`config.mk`:
```
export PLATFORM = sky130hd
export DESIGN_NAME = light_mode_ctrl
export DESIGN_NICKNAME = d
export VERILOG_FILES = /design/src/rtl/light_mode_ctrl_pkg.sv /design/src/rtl/light_mode_ctrl_btn_debounce.sv /design/src/rtl/light_mode_ctrl.sv
export SDC_FILE = /design/constraint.sdc
export NUM_CORES = 1
export LEC_CHECK = 0
export ABC_CLOCK_PERIOD_IN_PS = 2000
export CORE_MARGIN = 2
export CORE_UTILIZATION = 45
export CTS_BUF_LIST = sky130_fd_sc_hd__clkbuf_16
export DETAILED_ROUTE_END_ITERATION = 8
export SYNTH_ARGS = -nofsm -noshare
export SYNTH_HDL_FRONTEND = slang
export SYNTH_SLANG_ARGS = --single-unit
```
`constraint.sdc`:
```
create_clock -name clock -period 2 [get_ports clock]
set_input_delay 0.6 -clock clock [delete_from_list [all_inputs] [get_ports clock]]
set_output_delay 0.6 -clock clock [all_outputs]
set_load 0.01 [all_outputs]
```
`src/rtl/light_mode_ctrl_pkg.sv`:
```
// Shared light-bar definitions: FSM state encoding, mode codes and the
// state-to-output decode used by the mode controller and pattern generators.
package light_mode_ctrl_pkg;

  typedef enum logic [2:0] {
    ST_OFF = 3'd0,
    ST_GAP = 3'd1,
    ST_P1  = 3'd2,
    ST_P2  = 3'd3,
    ST_P3  = 3'd4
  } state_e;

  localparam logic [1:0] MODE_OFF = 2'd0;
  localparam logic [1:0] MODE_P1  = 2'd1;
  localparam logic [1:0] MODE_P2  = 2'd2;
  localparam logic [1:0] MODE_P3  = 2'd3;

  function automatic logic [1:0] state_mode(input state_e s);
    logic [1:0] m;
    m = MODE_OFF;
    unique case (s)
      ST_P1:   m = MODE_P1;
      ST_P2:   m = MODE_P2;
      ST_P3:   m = MODE_P3;
      default: m = MODE_OFF;
    endcase
    return m;
  endfunction

  function automatic logic [2:0] state_enables(input state_e s);
    logic [2:0] en;
    en = '0;
    unique case (s)
      ST_P1:   en = 3'b001;
      ST_P2:   en = 3'b010;
      ST_P3:   en = 3'b100;
      default: en = '0;
    endcase
    return en;
  endfunction

  // Pattern entered after the gap that follows a next-press; OFF always targets P1.
  function automatic state_e next_pattern(input state_e s);
    state_e t;
    t = ST_P1;
    unique case (s)
      ST_P1:   t = ST_P2;
      ST_P2:   t = ST_P3;
      default: t = ST_P1;
    endcase
    return t;
  endfunction

endpackage

```
`src/rtl/light_mode_ctrl_btn_debounce.sv`:
```
// Push-button conditioner: 2-flop synchronizer, consecutive-cycle debouncer
// and a one-cycle press pulse on each debounced rising transition.
module btn_debounce #(
  parameter int unsigned DEBOUNCE_CYCLES = 500000
) (
  input  logic clk_i,
  input  logic rst_i,
  input  logic btn_i,
  output logic press_o
);

  localparam int unsigned CW = (DEBOUNCE_CYCLES > 1) ? $clog2(DEBOUNCE_CYCLES) : 1;
  localparam logic [CW-1:0] CNT_LAST = CW'(DEBOUNCE_CYCLES - 1);

  logic          sync1_q, sync2_q;
  logic          level_q, level_d;
  logic          level_dly_q;
  logic          press_q;
  logic [CW-1:0] cnt_q, cnt_d;

  always_comb begin
    level_d = level_q;
    cnt_d   = '0;
    if (sync2_q != level_q) begin
      if (cnt_q == CNT_LAST) begin
        level_d = sync2_q;
      end else begin
        cnt_d = cnt_q + CW'(1);
      end
    end
  end

  always_ff @(posedge clk_i) begin
    if (rst_i) begin
      sync1_q     <= 1'b0;
      sync2_q     <= 1'b0;
      level_q     <= 1'b0;
      level_dly_q <= 1'b0;
      press_q     <= 1'b0;
      cnt_q       <= '0;
    end else begin
      sync1_q     <= btn_i;
      sync2_q     <= sync1_q;
      level_q     <= level_d;
      cnt_q       <= cnt_d;
      // Pulse is taken from the registered level so it lands DEBOUNCE_CYCLES+3 edges after the raw edge.
      level_dly_q <= level_q;
      press_q     <= level_q & ~level_dly_q;
    end
  end

  assign press_o = press_q;

endmodule

```
`src/rtl/light_mode_ctrl.sv`:
```
// Light-bar mode controller: cycles through three patterns on next-press,
// separating every pair of active patterns with an all-off gap.
module light_mode_ctrl #(
  parameter int unsigned DEBOUNCE_CYCLES = 500000,
  parameter int unsigned GAP_CYCLES      = 4
) (
  input  logic       clock,
  input  logic       reset,
  input  logic       btn_next,
  input  logic       btn_off,
  output logic [2:0] pattern_en,
  output logic [1:0] mode,
  output logic       busy
);

  import light_mode_ctrl_pkg::*;

  localparam logic [7:0] GAP_LAST = 8'(GAP_CYCLES - 1);

  logic       next_press, off_press;
  state_e     state_q, state_d;
  state_e     target_q, target_d;
  logic [7:0] gap_cnt_q, gap_cnt_d;
  logic [2:0] pattern_en_q;
  logic [1:0] mode_q;
  logic       busy_q;

  btn_debounce #(.DEBOUNCE_CYCLES(DEBOUNCE_CYCLES)) u_db_next (
    .clk_i   (clock),
    .rst_i   (reset),
    .btn_i   (btn_next),
    .press_o (next_press)
  );

  btn_debounce #(.DEBOUNCE_CYCLES(DEBOUNCE_CYCLES)) u_db_off (
    .clk_i   (clock),
    .rst_i   (reset),
    .btn_i   (btn_off),
    .press_o (off_press)
  );

  always_comb begin
    state_d   = state_q;
    target_d  = target_q;
    gap_cnt_d = gap_cnt_q;
    if (off_press) begin
      state_d   = ST_OFF;
      target_d  = ST_P1;
      gap_cnt_d = '0;
    end else begin
      unique case (state_q)
        ST_OFF: if (next_press) begin
          state_d   = ST_GAP;
          target_d  = ST_P1;
          gap_cnt_d = '0;
        end
        ST_GAP: if (gap_cnt_q == GAP_LAST) begin
          state_d   = target_q;
          gap_cnt_d = '0;
        end else begin
          gap_cnt_d = gap_cnt_q + 8'd1;
        end
        ST_P1, ST_P2, ST_P3: if (next_press) begin
          state_d   = ST_GAP;
          target_d  = next_pattern(state_q);
          gap_cnt_d = '0;
        end
        default: state_d = ST_OFF;
      endcase
    end
  end

  // Outputs are registered from the next state so they change on the same edge as the state.
  always_ff @(posedge clock) begin
    if (reset) begin
      state_q      <= ST_OFF;
      target_q     <= ST_P1;
      gap_cnt_q    <= '0;
      pattern_en_q <= '0;
      mode_q       <= MODE_OFF;
      busy_q       <= 1'b0;
    end else begin
      state_q      <= state_d;
      target_q     <= target_d;
      gap_cnt_q    <= gap_cnt_d;
      pattern_en_q <= state_enables(state_d);
      mode_q       <= state_mode(state_d);
      busy_q       <= (state_d == ST_GAP);
    end
  end

  assign pattern_en = pattern_en_q;
  assign mode       = mode_q;
  assign busy       = busy_q;

endmodule

```
# After elaboration in Yosys (flattened, before gate mapping)

Index checks and enable logic that the tools add are counted.

$add $sub $neg: 3
Equal/unequal tests: 16
Multiplexer cells: 13
Bitwise operators: 6
Reduce and logical (&&, ||, !) cells: 12

Operator list:

| cell                                                   | count |
|---|---|
| adder 19 x 1 -> 19 bit (second input constant)         | 2 |
| equality test 19 bit (second input constant)           | 2 |
| case mux 3 bit (2 select lines)                        | 3 |
| 2-to-1 mux 8 bit                                       | 2 |
| case mux 8 bit (2 select lines)                        | 1 |
| 2-to-1 mux 3 bit                                       | 5 |
| equality test 3 x 2 -> 1 bit (second input constant)   | 4 |
| case mux 3 bit (3 select lines)                        | 1 |
| OR reduction 3 bit                                     | 3 |
| adder 8 x 1 -> 8 bit (second input constant)           | 1 |
| equality test 8 x 2 -> 1 bit (second input constant)   | 1 |
| equality test 3 x 1 -> 1 bit (second input constant)   | 2 |
| equality test 3 bit (second input constant)            | 2 |
| inequality test 2 x 1 -> 1 bit (second input constant) | 3 |
| case mux 2 bit (3 select lines)                        | 1 |
| AND reduction 2 bit                                    | 3 |
| inverter 1 bit                                         | 4 |
| nonzero test 2 bit                                     | 2 |
| OR reduction 4 bit                                     | 1 |
| logical NOT 3 bit                                      | 1 |
| AND reduction 3 bit                                    | 1 |
| bitwise AND 1 bit                                      | 2 |
| inequality test 1 bit                                  | 2 |
| OR reduction 2 bit                                     | 1 |

Bits in registers: 68
Bits of input ports: 4
Output and inout bits: 6
Word-level logic and storage cells: 68

# Longest topological paths before layout

Gate-level depths: netlist (run 1).

Depth in word-level cells: 6
Depth in mapped cells: 7
Mapped depth without buffers: 5

# Cells and area by module

From an unflattened synthesis (run 1), not the netlist that was laid out.

Cells, all modules: 325
Area total of the unflattened synthesis: 3004.1 um^2

By module, submodules not included:

| module          | instances | cells an instance | area each (um^2) | seq. area each (um^2) |
|---|---|---|---|---|
| btn_debounce    | 2         | 111               | 1019.7           | 480.5 |
| light_mode_ctrl | 1         | 103               | 964.7            | 400.4 |

# Worst setup path before layout (run 1)

No wires, ideal clock.

Kind: reg-to-reg
Start point: register u_db_next.cnt_q[0]
End point: register u_db_next.cnt_q[10]
Library setup time: 117 ps
Data arrival time: 1573 ps
Required time: 1883 ps
Setup slack: 310 ps
Stages on the path, launching flop included: 8
Buffers on the path: 2
Clock period less this slack: 1690 ps
Path through: dfxtp_1 ha_1 and4_1 clkbuf_1 nand3_1 o21bai_2 buf_2 nor2_1

Cells in the longest elaborated chain, start to end: 2
Elaborated cells on any way between the ends: 3
Classes of those cells: 1 x add/sub; 1 x eq/ne; 1 x reduce/logical

RTL lines:

| what                                                           | line                               | text |
|---|---|---|
| from (decl)                                                    | light_mode_ctrl_btn_debounce.sv:19 | `logic [CW-1:0] cnt_q, cnt_d;` |
| from (signal assigned)                                         | light_mode_ctrl_btn_debounce.sv:45 | `cnt_q <= cnt_d;` |
| branches (longest 2 deep; another with adder 19 x 1 -> 19 bit) | n/a                                |  |

Parallel ways; which one is timed is not known.
A chain may end at the register's enable or synchronous reset.

# Worst setup path after layout (run 1)

Start point: register gap_cnt_q[1]
End point: register gap_cnt_q[7]

Cells in the longest elaborated chain, start to end: 3
Elaborated cells on any way between the ends: 4
Classes of those cells: 1 x add/sub; 1 x eq/ne; 2 x mux

RTL lines:

| what                                                                        | line                                         | text |
|---|---|---|
| from (decl)                                                                 | light_mode_ctrl.sv:23                        | `logic [7:0] gap_cnt_q, gap_cnt_d;` |
| from (signal assigned)                                                      | light_mode_ctrl.sv:85                        | `gap_cnt_q <= gap_cnt_d;` |
| adder 8 x 1 -> 8 bit / equality test 8 x 2 -> 1 bit (equally long branches) | light_mode_ctrl.sv:61, light_mode_ctrl.sv:57 |  |
| 2-to-1 mux 8 bit (*)                                                        | light_mode_ctrl.sv:57                        | `ST_GAP: if (gap_cnt_q == GAP_LAST) begin` |
| case mux 8 bit (2 select lines) (*)                                         | light_mode_ctrl.sv:51                        | `unique case (state_q)` |

Mark *: on every way between the ends. The rest lies on a longest branch, timed or not.

==> results by group, run 1 <==
STA
  – Slew Limit Headroom: 71.8%
  – Fmax: 560 MHz
  – Worst-margin pin slew: 422 ps
  – Fin. max-slew vios: 0
  – Setup violations, final: 0
  – Final period util: 89.2%
  – RSZ-0062 raised after global routing: no
  – Final hold viol count: 0
  – Minimum clock period: 1780 ps
  – Setup TNS Final: 0 ps
  – Worst Slack Setup Final: 216 ps
  – Clock Skew: 3.75 ps

Global route
  – Met3 usage: roughly 2.9%
  – Grt met2 use: about a quarter
  – Largest net degree at the start of global routing: 18
  – Initial antenna violation count: 0
  – Gr usage total: 16.8%
  – Grt total ovfl: 0
  – Vias in the first global route: 2253
  – GRT busiest layer: met2
  – First-pass GRT wire length: around 10 mm
  – GRT met1 Usage: about 23%

Finish
  – Most frequent cells in the layout: 68 x dfxtp_1, 48 x nor2_1, 20 x a21oi_1, 19 x nand2_1, 17 x nand3_1
  – Most common cell after layout, fill and taps aside: dfxtp_1
  – Final-stage net count: 367
  – Final Cell Area: 0.00351 mm²
  – Fill cells: 576
  – Syn-to-layout area delta: 18.6%
  – Share of post-route cells with drive strength above 1: approximately a tenth
  – ANT cells: 0

Floorplan
  – Ports: 10
  – Core Footprint: roughly 0.0063 mm²
  – Rows: 29
  – Die Ht: 85.1 µm
  – Die X: 85.1 µm
  – Die footprint: 0.00724 mm²
  – Initial core utilization: 46.6%

Worst setup path
  – Critical Path Sink Type: register
  – Startpoint Class: register
  – Critical Path RT: around 2200 ps
  – Cell Chain, Critical Path: ha_1 > nor4b_2 > buf_4 > a21boi_2 > o21ai_0 > a311oi_1
  – Worst-path fanout max: 9
  – Crit-path slowest cell: a21boi_2
  – Top delay family on crit path: compound AO/OA/AOI/OAI gates
  – Delay of the slowest cell on the worst path: 350 ps
  – CP Class: register to register
  – CP Buf/Inv Count: 1
  – Critical Path AT: 2010 ps

CTS
  – Root buf cell: clkbuf_16
  – Clk_lat worst skew: 320 ps
  – CTS tree: done
  – CTS HTree Levels: 3
  – Clock transition at path regs: 50 ps
  – Number of CTS-inserted buffers: 9
  – CTS Buffer Depth: 2
  – Clock sinks: 68

Power and ir drop
  – Power share of the combinational group: 3.4%
  – Clock Power Share: roughly 50%
  – Int Pwr: 2.36 mW
  – Power per cell area: 844 mW/mm²
  – VDD IR max: a little under 0.6 mV
  – P_leak: roughly 1.1 nW
  – Seq pwr share: 46.3%
  – Sw Pwr: a little over 600 µW
  – Sw frac: 20.4%

Place
  – DP Area: ~0.0032 mm²
  – Routability congestion estimate: 0.774
  – Place WS: -0.0369 ps
  – HPWL after DPL: 3.84 mm
  – Port-buffer cells: 9

Synthesis
  – Yosys reg bits: 68
  – Avg Inst Size Synth: 8.83 µm²
  – Synthesized area: 0.00296 mm²
  – Ys Warns: 0
  – Post-Synthesis Cells: roughly 340
  – Main synth FF type: dfxtp_1
  – Post-synthesis net count: 342
  – Async set-reset flop share out of synthesis: 0%
  – Count of cell types in the netlist: 47
  – Register area share after synthesis: 46.0%
  – Post-synth EDFFs: 0

Drt
  – Final WL: 5.63 mm
  – Vias per Instance: 5.44
  – Post-route DRC: 0
  – Antenna-violating nets left: 0
  – DR iter-0 viols: 77
  – Drt wl/cell: 12.8 µm
  – Via total after detailed routing: ~2400
  – DR pass1 iterations: 4

Job
  – Max cap viols: 0

Outcome
  – Status: complete, no violations

Hold path
  – Hold Path Class: register to register
final cells by class:
| class | count | area, µm² | area share, % |
|---|---|---|---|
| multi-input combinational | 249 | 1530 | 43.7 |
| clock inverter | 6 | 56.3 | 1.60 |
| inverter | 7 | 26.3 | 0.749 |
| clock buffer | 9 | 225 | 6.42 |
| tap | 77 | 96.3 | 2.75 |
| timing repair buffer | 25 | 210 | 5.99 |
| sequential | 68 | 1360 | 38.8 |
kinds of logic after synthesis:
group	synth area share (%)
and+or+nand+nor	28.4
DFF	46.0
AOI/OAI and AO/OA	13.2
xor gates and xnor gates	7.99
buffers and inverters	2.41
adders and majority gates	1.27
muxes	0.677
path summary, 6_finish.rpt:
path | from | end | slack (ps) | cells after the start
hold reg to reg | u_db_next.level_dly_q$_SDFF_PP0_ | u_db_next.press_o$_SDFF_PP0_ | 380 | 1
setup reg to reg | gap_cnt_q[1]$_SDFFE_PP0P_ | gap_cnt_q[7]$_SDFFE_PP0P_ | 220 | 6
hold / removal | u_db_next.level_dly_q$_SDFF_PP0_ | u_db_next.press_o$_SDFF_PP0_ | 380 | 1
setup / recovery | gap_cnt_q[1]$_SDFFE_PP0P_ | gap_cnt_q[7]$_SDFFE_PP0P_ | 220 | 6
power by group through the flow:
stage | Clock [mW] | Sequential, mW | Combinational (mW)
global placement | 0 | 1.40 | 0.102
floorplan | 0 | 1.40 | 0.0577
finish | 1.49 | 1.37 | 0.102
CTS | 1.52 | 1.37 | 0.102
global route | 1.57 | 1.37 | 0.115
detailed placement | 0 | 1.40 | 0.101
flip-flops by register name, summed over array words and instances (netlist names):
register / flops
busy: 1
gap_cnt_q: 8
mode: 2
pattern_en: 3
state_q: 3
target_q: 3
u_db_next.cnt_q: 19
u_db_next.level_dly_q: 1
u_db_next.level_q: 1
u_db_next.press_o: 1
u_db_next.sync1_q: 1
u_db_next.sync2_q: 1
u_db_off.cnt_q: 19
u_db_off.level_dly_q: 1
u_db_off.level_q: 1
u_db_off.press_o: 1
u_db_off.sync1_q: 1
u_db_off.sync2_q: 1
synth_stat cells (2+ instances only):
cell | instances | area, µm²
a21o_1 | 2 | 15.0
a21oi_1 | 20 | 100
a22oi_1 | 2 | 15.0
a311oi_1 | 4 | 35.0
a41oi_1 | 3 | 26.3
and3_1 | 3 | 18.8
and4_1 | 4 | 35.0
buf_2 | 3 | 15.0
clkbuf_1 | 8 | 30.0
dfxtp_1 | 68 | 1360
ha_1 | 3 | 37.5
inv_1 | 7 | 26.3
mux2i_1 | 2 | 20.0
nand2_1 | 19 | 71.3
nand2b_1 | 5 | 31.3
nand3_1 | 17 | 85.1
nand3b_1 | 2 | 15.0
nand4_1 | 10 | 62.6
nor2_1 | 48 | 180
nor2b_1 | 9 | 56.3
nor3_1 | 6 | 30.0
nor3b_1 | 2 | 15.0
nor4_1 | 6 | 37.5
nor4b_1 | 3 | 26.3
nor4bb_1 | 2 | 20.0
o21ai_0 | 15 | 75.1
o21bai_2 | 2 | 22.5
o31ai_1 | 4 | 30.0
or3_1 | 10 | 62.6
or4_1 | 4 | 30.0
xnor2_1 | 14 | 123
xor2_1 | 13 | 114
metrics by stage:
step                utilization (%)  hold slack, ps  instances  power (mW)
floorplan                         -             367        335        1.46
global placement               50.7             372        426        1.50
detailed placement             50.7             373        426        1.50
CTS                            55.2             377        441        3.00
global route                   55.3             393        441        3.06
finish                         55.3             377        441        2.96
per-layer routing:
| layer | vias to the layer above | wire [µm] |
|---|---|---|
| li1 | 1256 | - |
| met1 | 1092 | 2910 |
| met2 | 40 | 2450 |
| met3 | 9 | 166 |
| met4 | 0 | 104 |
| met5 | - | 0 |
repair_timing:
action,in CTS,in global routing
gates resized for setup,0,1
hold buffers,0,0
setup buffers,0,0
setup endpoints to repair,0,17
No activity file was read; power rests on OpenSTA's default activity.
==> inputs of run 2 (changes only) <==
Settings changed: CORE_ASPECT_RATIO set to 1.2, CORE_UTILIZATION 45 to 55, PLACE_DENSITY set to 0.73.
==> run 2 against run 1 <==
Setup slack improved by 15 ps. Routed wire length up 1.3%. Total power grew 5.6%. Highest routed layer unchanged. First-iteration DRC count rose by 13%. Clock power is 11% higher. Largest power group unchanged. Non-clock buffer count decreased by 4. Cell count down 4.1%. Register-to-register slack better by 30 ps.
==> results by group, run 2 (synthesized netlist as in run 1, its figures left out) <==
Outcome
  – Status: complete, no violations

Global route
  – Grt total ovfl: 0
  – GRT met1 Usage: 25.4%
  – Initial antenna violation count: 0
  – Met3 usage: 3.60%
  – Gr usage total: a little over a fifth
  – Largest net degree at the start of global routing: 18
  – Grt met2 use: 33.9%
  – First-pass GRT wire length: 10.0 mm
  – Vias in the first global route: around 2300
  – GRT busiest layer: met2

Worst setup path
  – Startpoint Class: register
  – Crit-path slowest cell: clkdlybuf4s50_1
  – Worst-path fanout max: 1
  – Cell Chain, Critical Path: clkdlybuf4s50_1
  – CP Buf/Inv Count: 1
  – CP Class: register to output pin
  – Critical Path Source: pattern_en[0]$_SDFF_PP0_
  – Reg-to-reg startpoint: gap_cnt_q[0]$_SDFFE_PP0P_
  – Top delay family on crit path: buffers and inverters
  – Critical Path AT: 1170 ps
  – Delay of the slowest cell on the worst path: around 530 ps
  – Critical Path Sink Type: output pin
  – Critical Path RT: 1400 ps

CTS
  – Number of CTS-inserted buffers: 9
  – CTS HTree Levels: 3
  – Clock transition at path regs: 60 ps
  – Root buf cell: clkbuf_16
  – CTS Buffer Depth: 2
  – Setup bufs post-CTS: 0
  – Post-cts hold buffer count: 0
  – Clk_lat worst skew: 330 ps
  – CTS tree: done
  – Clock sinks: a little under 70

Drt
  – Drt wl/cell: 13.5 µm
  – Via total after detailed routing: 2435
  – Antenna-violating nets left: 0
  – DR iter-0 viols: 87
  – Post-route DRC: 0
  – DR pass1 iterations: 4
  – Vias per Instance: 5.76
  – Final WL: 5.71 mm

Floorplan
  – Initial core utilization: between 50% and 60%
  – Die footprint: 0.00599 mm²
  – Ports: 10
  – Die Ht: 84.4 µm
  – Core Footprint: 0.00523 mm²
  – Rows: 29
  – Die X: a little over 70 µm

Finish
  – Most common cell after layout, fill and taps aside: dfxtp_1
  – Syn-to-layout area delta: 18.6%
  – ANT cells: 0
  – Largest regs: u_db_next.cnt_q: 19 flops, u_db_off.cnt_q: 19 flops, gap_cnt_q: 8 flops
  – Util after Layout: 67.1%
  – Post-Layout Cell Count: 423
  – Final-stage net count: 363
  – Most frequent cells in the layout: 68 x dfxtp_1, 48 x nor2_1, 20 x a21oi_1, 19 x nand2_1, 17 x nand3_1
  – Share of post-route cells with drive strength above 1: 9.97%

STA
  – Final period util: 88.4%
  – Fin. max-slew vios: 0
  – Final hold viol count: 0
  – Minimum clock period: 1770 ps
  – Slew Limit Headroom: between 70% and 80%
  – Setup violations, final: 0
  – Fmax: 565 MHz
  – Clock Skew: 4.84 ps
  – RSZ-0062 raised after global routing: no
  – Worst-margin pin slew: 436 ps

Place
  – Post-Place Cells: 407
  – HPWL after DPL: approximately 3.9 mm
  – Port-buffer cells: 9
  – Routability congestion estimate: 0.850

Power and ir drop
  – Sw frac: 20.3%
  – Power share of the combinational group: a little over 3%
  – Clock Power Share: between 50% and 60%
  – Int Pwr: 2.49 mW
  – VDD IR max: approximately 0.60 mV
  – Seq pwr share: 43.9%
  – Post-layout total power: between 3 and 4 mW
  – Sw Pwr: 636 µW
  – P_leak: 1.14 nW
  – Power per cell area: 891 mW/mm²

Hold path
  – Hold path startpoint: u_db_next.level_dly_q$_SDFF_PP0_
  – Hold Path Class: register to register

Job
  – Max cap viols: 0
==> run 2: changes by cell type in the layout (fill, tap and decap cells not counted), sizes merged <==
cell	delta
bufinv	+1
buf	-4
clkinvlp	+1
clkinv	-1
==> run 2: cell type report <==
class / count / area [µm²]
repair buffers: 21 / 193
clock inverters: 7 / 91.3
inverters: 7 / 26.3
fillers: 431 / 1720
well taps: 62 / 77.6
clock buffers: 9 / 225
flip-flops and latches: 68 / 1360
multi-input cells: 249 / 1530
==> run 2: metrics by stage <==
step	area [µm²]	TNS [ps]	worst slack [ps]	hold slack [ps]
floorplan	2960	0	310	367
global placement	3180	0	26.4	372
detailed placement	3180	-57.6	-16.9	381
CTS	3500	0	14.2	390
global route	3510	0	50.7	416
finish	3510	0	231	385
==> run 2: repair_timing <==
| action | in CTS | in global routing |
|---|---|---|
| resized for setup | 0 | 2 |
| hold endpoints to repair | 0 | 0 |
| setup endpoints to repair | 0 | 18 |
==> run 2: power groups by stage <==
| stage | combinational [mW] | sequential (mW) | clock [mW] |
|---|---|---|---|
| after floorplan | 0.0577 | 1.40 | 0 |
| after global placement | 0.0932 | 1.40 | 0 |
| after detailed placement | 0.0945 | 1.40 | 0 |
| after CTS | 0.0955 | 1.37 | 1.69 |
| after global routing | 0.110 | 1.37 | 1.74 |
| final | 0.0957 | 1.37 | 1.66 |
==> run 2: worst paths after layout <==
path / endpoint / slack, ps / cells after the start
setup / recovery: pattern_en[0] / 230 / 1
hold / removal: u_db_next.press_o$_SDFF_PP0_ / 390 / 1
setup reg to reg: gap_cnt_q[3]$_SDFFE_PP0P_ / 250 / 6
hold reg to reg: u_db_next.press_o$_SDFF_PP0_ / 390 / 1
==> run 2: routing by layer <==
| metal | routed length [µm] | vias to the layer above |
|---|---|---|
| met1 | 2600 | 1133 |
| met4 | 169 | 0 |
| met3 | 169 | 17 |
| met2 | 2770 | 37 |
| li1 | - | 1248 |
| met5 | 0 | - |
==> run 2: worst reg2reg max path, cell delays in order (launching register included) <==
cell      delay [ps]
dfxtp_1          340
ha_1             240
nor4b_2          170
buf_4            160
a21boi_2         340
a41oi_1          170
a311oi_1         240
==> inputs of run 3 (changes only) <==
Settings changed: CAP_MARGIN set to 10, CORE_UTILIZATION 55 to 35, PLACE_DENSITY 0.73 to unset.
==> run 3 against run 2 <==
Via count about the same. Core utilization fell by 24 points. Sequential power hardly changed. Combinational power increased by 2%. Non-clock buffer count grew 3. Total power is 5.1% lower. Flip-flop and latch count unchanged. Clock skew about the same. Routed wire length is 1.2% lower. Register-to-register slack got worse by 40 ps. Sequential share of layout area fell by 0.46 points. Critical path type is now register to register.
==> results by group, run 3 (synthesized netlist as in run 1, its figures left out) <==
STA
  – Clock Skew: 5.06 ps
  – Minimum clock period: ~1800 ps
  – RSZ-0062 raised after global routing: no
  – Slew Limit Headroom: 72.6%
  – Fin. max-slew vios: 0
  – Final period util: 89.6%
  – Setup TNS Final: 0 ps
  – WHS: 387 ps
  – Setup violations, final: 0
  – Final hold viol count: 0
  – Fmax: 558 MHz
  – Worst-margin pin slew: 408 ps

Finish
  – Syn-to-layout area delta: 20.0%
  – Largest regs: u_db_next.cnt_q: 19 flops, u_db_off.cnt_q: 19 flops, gap_cnt_q: 8 flops
  – Most frequent cells in the layout: 68 x dfxtp_1, 48 x nor2_1, 20 x a21oi_1, 19 x nand2_1, 17 x nand3_1
  – Most common cell after layout, fill and taps aside: dfxtp_1
  – ANT cells: 0
  – Share of post-route cells with drive strength above 1: a little over a tenth
  – Final-stage net count: ~370

Worst setup path
  – CP Buf/Inv Count: 1
  – Critical Path RT: 2230 ps
  – R2r endpoint: gap_cnt_q[7]$_SDFFE_PP0P_
  – Worst Setup EP: gap_cnt_q[7]$_SDFFE_PP0P_
  – Startpoint Class: register
  – CP Class: register to register
  – Critical Path AT: 2030 ps
  – Critical Path Sink Type: register
  – Flop-to-flop setup slack: 210 ps
  – Cell Chain, Critical Path: ha_1 > nor4b_2 > buf_4 > a21boi_2 > o21ai_0 > a311oi_1
  – Delay of the slowest cell on the worst path: 360 ps
  – Worst-path fanout max: 9
  – Top delay family on crit path: compound AO/OA/AOI/OAI gates
  – Levels on crit path: 6
  – Reg2Reg Depth: 6
  – Crit-path slowest cell: a21boi_2
  – Critical Path Source: gap_cnt_q[0]$_SDFFE_PP0P_
  – Reg-to-reg startpoint: gap_cnt_q[0]$_SDFFE_PP0P_

Floorplan
  – Die footprint: 0.00921 mm²
  – Initial core utilization: 36.3%
  – Die Ht: roughly 100 µm
  – Rows: 36
  – Die X: 87.9 µm
  – Core Footprint: 0.00815 mm²
  – Ports: 10

Global route
  – Vias in the first global route: around 2300
  – Initial antenna violation count: 0
  – Gr usage total: 13.8%
  – Grt total ovfl: 0
  – Largest net degree at the start of global routing: 18
  – First-pass GRT wire length: roughly 10 mm

CTS
  – Setup bufs post-CTS: 0
  – Clock sinks: 68
  – CTS Buffer Depth: 2
  – CTS HTree Levels: 3
  – Post-cts hold buffer count: 0
  – CTS tree: done
  – Clock transition at path regs: around 50 ps
  – Number of CTS-inserted buffers: 9
  – Root buf cell: clkbuf_16
  – Clk_lat worst skew: 330 ps

Drt
  – Final WL: 5.64 mm
  – Post-route DRC: 0
  – DR iter-0 viols: 101
  – Antenna-violating nets left: 0
  – DR pass1 iterations: 4
  – Via total after detailed routing: 2434
  – Vias per Instance: 5.09
  – Drt wl/cell: around 12 µm

Job
  – Max cap viols: 0

Power and ir drop
  – Post-layout total power: 2.97 mW
  – Power per cell area: 836 mW/mm²
  – VDD IR max: approximately 0.45 mV
  – P_leak: approximately 1.2 nW

Outcome
  – Status: complete, no violations

Place
  – Routability congestion estimate: 0.787
  – HPWL after DPL: 3.95 mm
  – Port-buffer cells: 9

Hold path
  – Hold Path Class: register to register
-- run 3: worst min path at each step --
stage,from,end,cells after the start
after detailed placement,u_db_next.level_dly_q$_SDFF_PP0_,u_db_next.press_o$_SDFF_PP0_,1
final,u_db_next.level_dly_q$_SDFF_PP0_,u_db_next.press_o$_SDFF_PP0_,1
after floorplan,u_db_next.level_dly_q$_SDFF_PP0_,u_db_next.press_o$_SDFF_PP0_,1
after CTS,u_db_next.level_dly_q$_SDFF_PP0_,u_db_next.press_o$_SDFF_PP0_,1
after global routing,u_db_off.level_dly_q$_SDFF_PP0_,u_db_off.press_o$_SDFF_PP0_,1
after global placement,u_db_off.level_dly_q$_SDFF_PP0_,u_db_off.press_o$_SDFF_PP0_,1
-- run 3: stage by stage --
step	util [%]	setup WS [ps]	cells	cell area, µm²
6_report	43.6	207	478	3550
5_1_grt	43.6	44.9	478	3550
4_1_cts	43.5	73.0	478	3540
3_5_place_dp	40.0	15.2	462	3260
3_3_place_gp	40.0	17.6	462	3260
2_1_floorplan	-	310	335	2960
-- run 3: final cells by class --
cell class / count / area (µm²)
fill: 812 / 4600
multi-input combinational: 249 / 1530
sequential: 68 / 1360
clock buffer: 9 / 225
timing repair buffer: 24 / 203
tap: 114 / 143
clock inverter: 7 / 58.8
inverter: 7 / 26.3
-- run 3: report_power, final --
group | internal (mW) | switching, mW | leakage, nW
combinational | 0.0442 | 0.0533 | 0.456
sequential | 1.37 | 0.00634 | 0.549
clock | 0.947 | 0.551 | 0.150
-- run 3: metal layers --
metal / routed length (µm) / track usage (%) / share of wire (%)
met1: 2530 / 16.1 / 45
met2: 2820 / 22.4 / 50
met3: 172 / 3.55 / 3.1
met5: 0 / 0 / 0
met4: 124 / 8.24 / 2.2
-- run 3: repair_timing --
action                                  4_1_cts  5_1_grt
endpoints found under the setup margin        0       17
gates resized for setup                       0        1
endpoints found under the hold margin         0        0
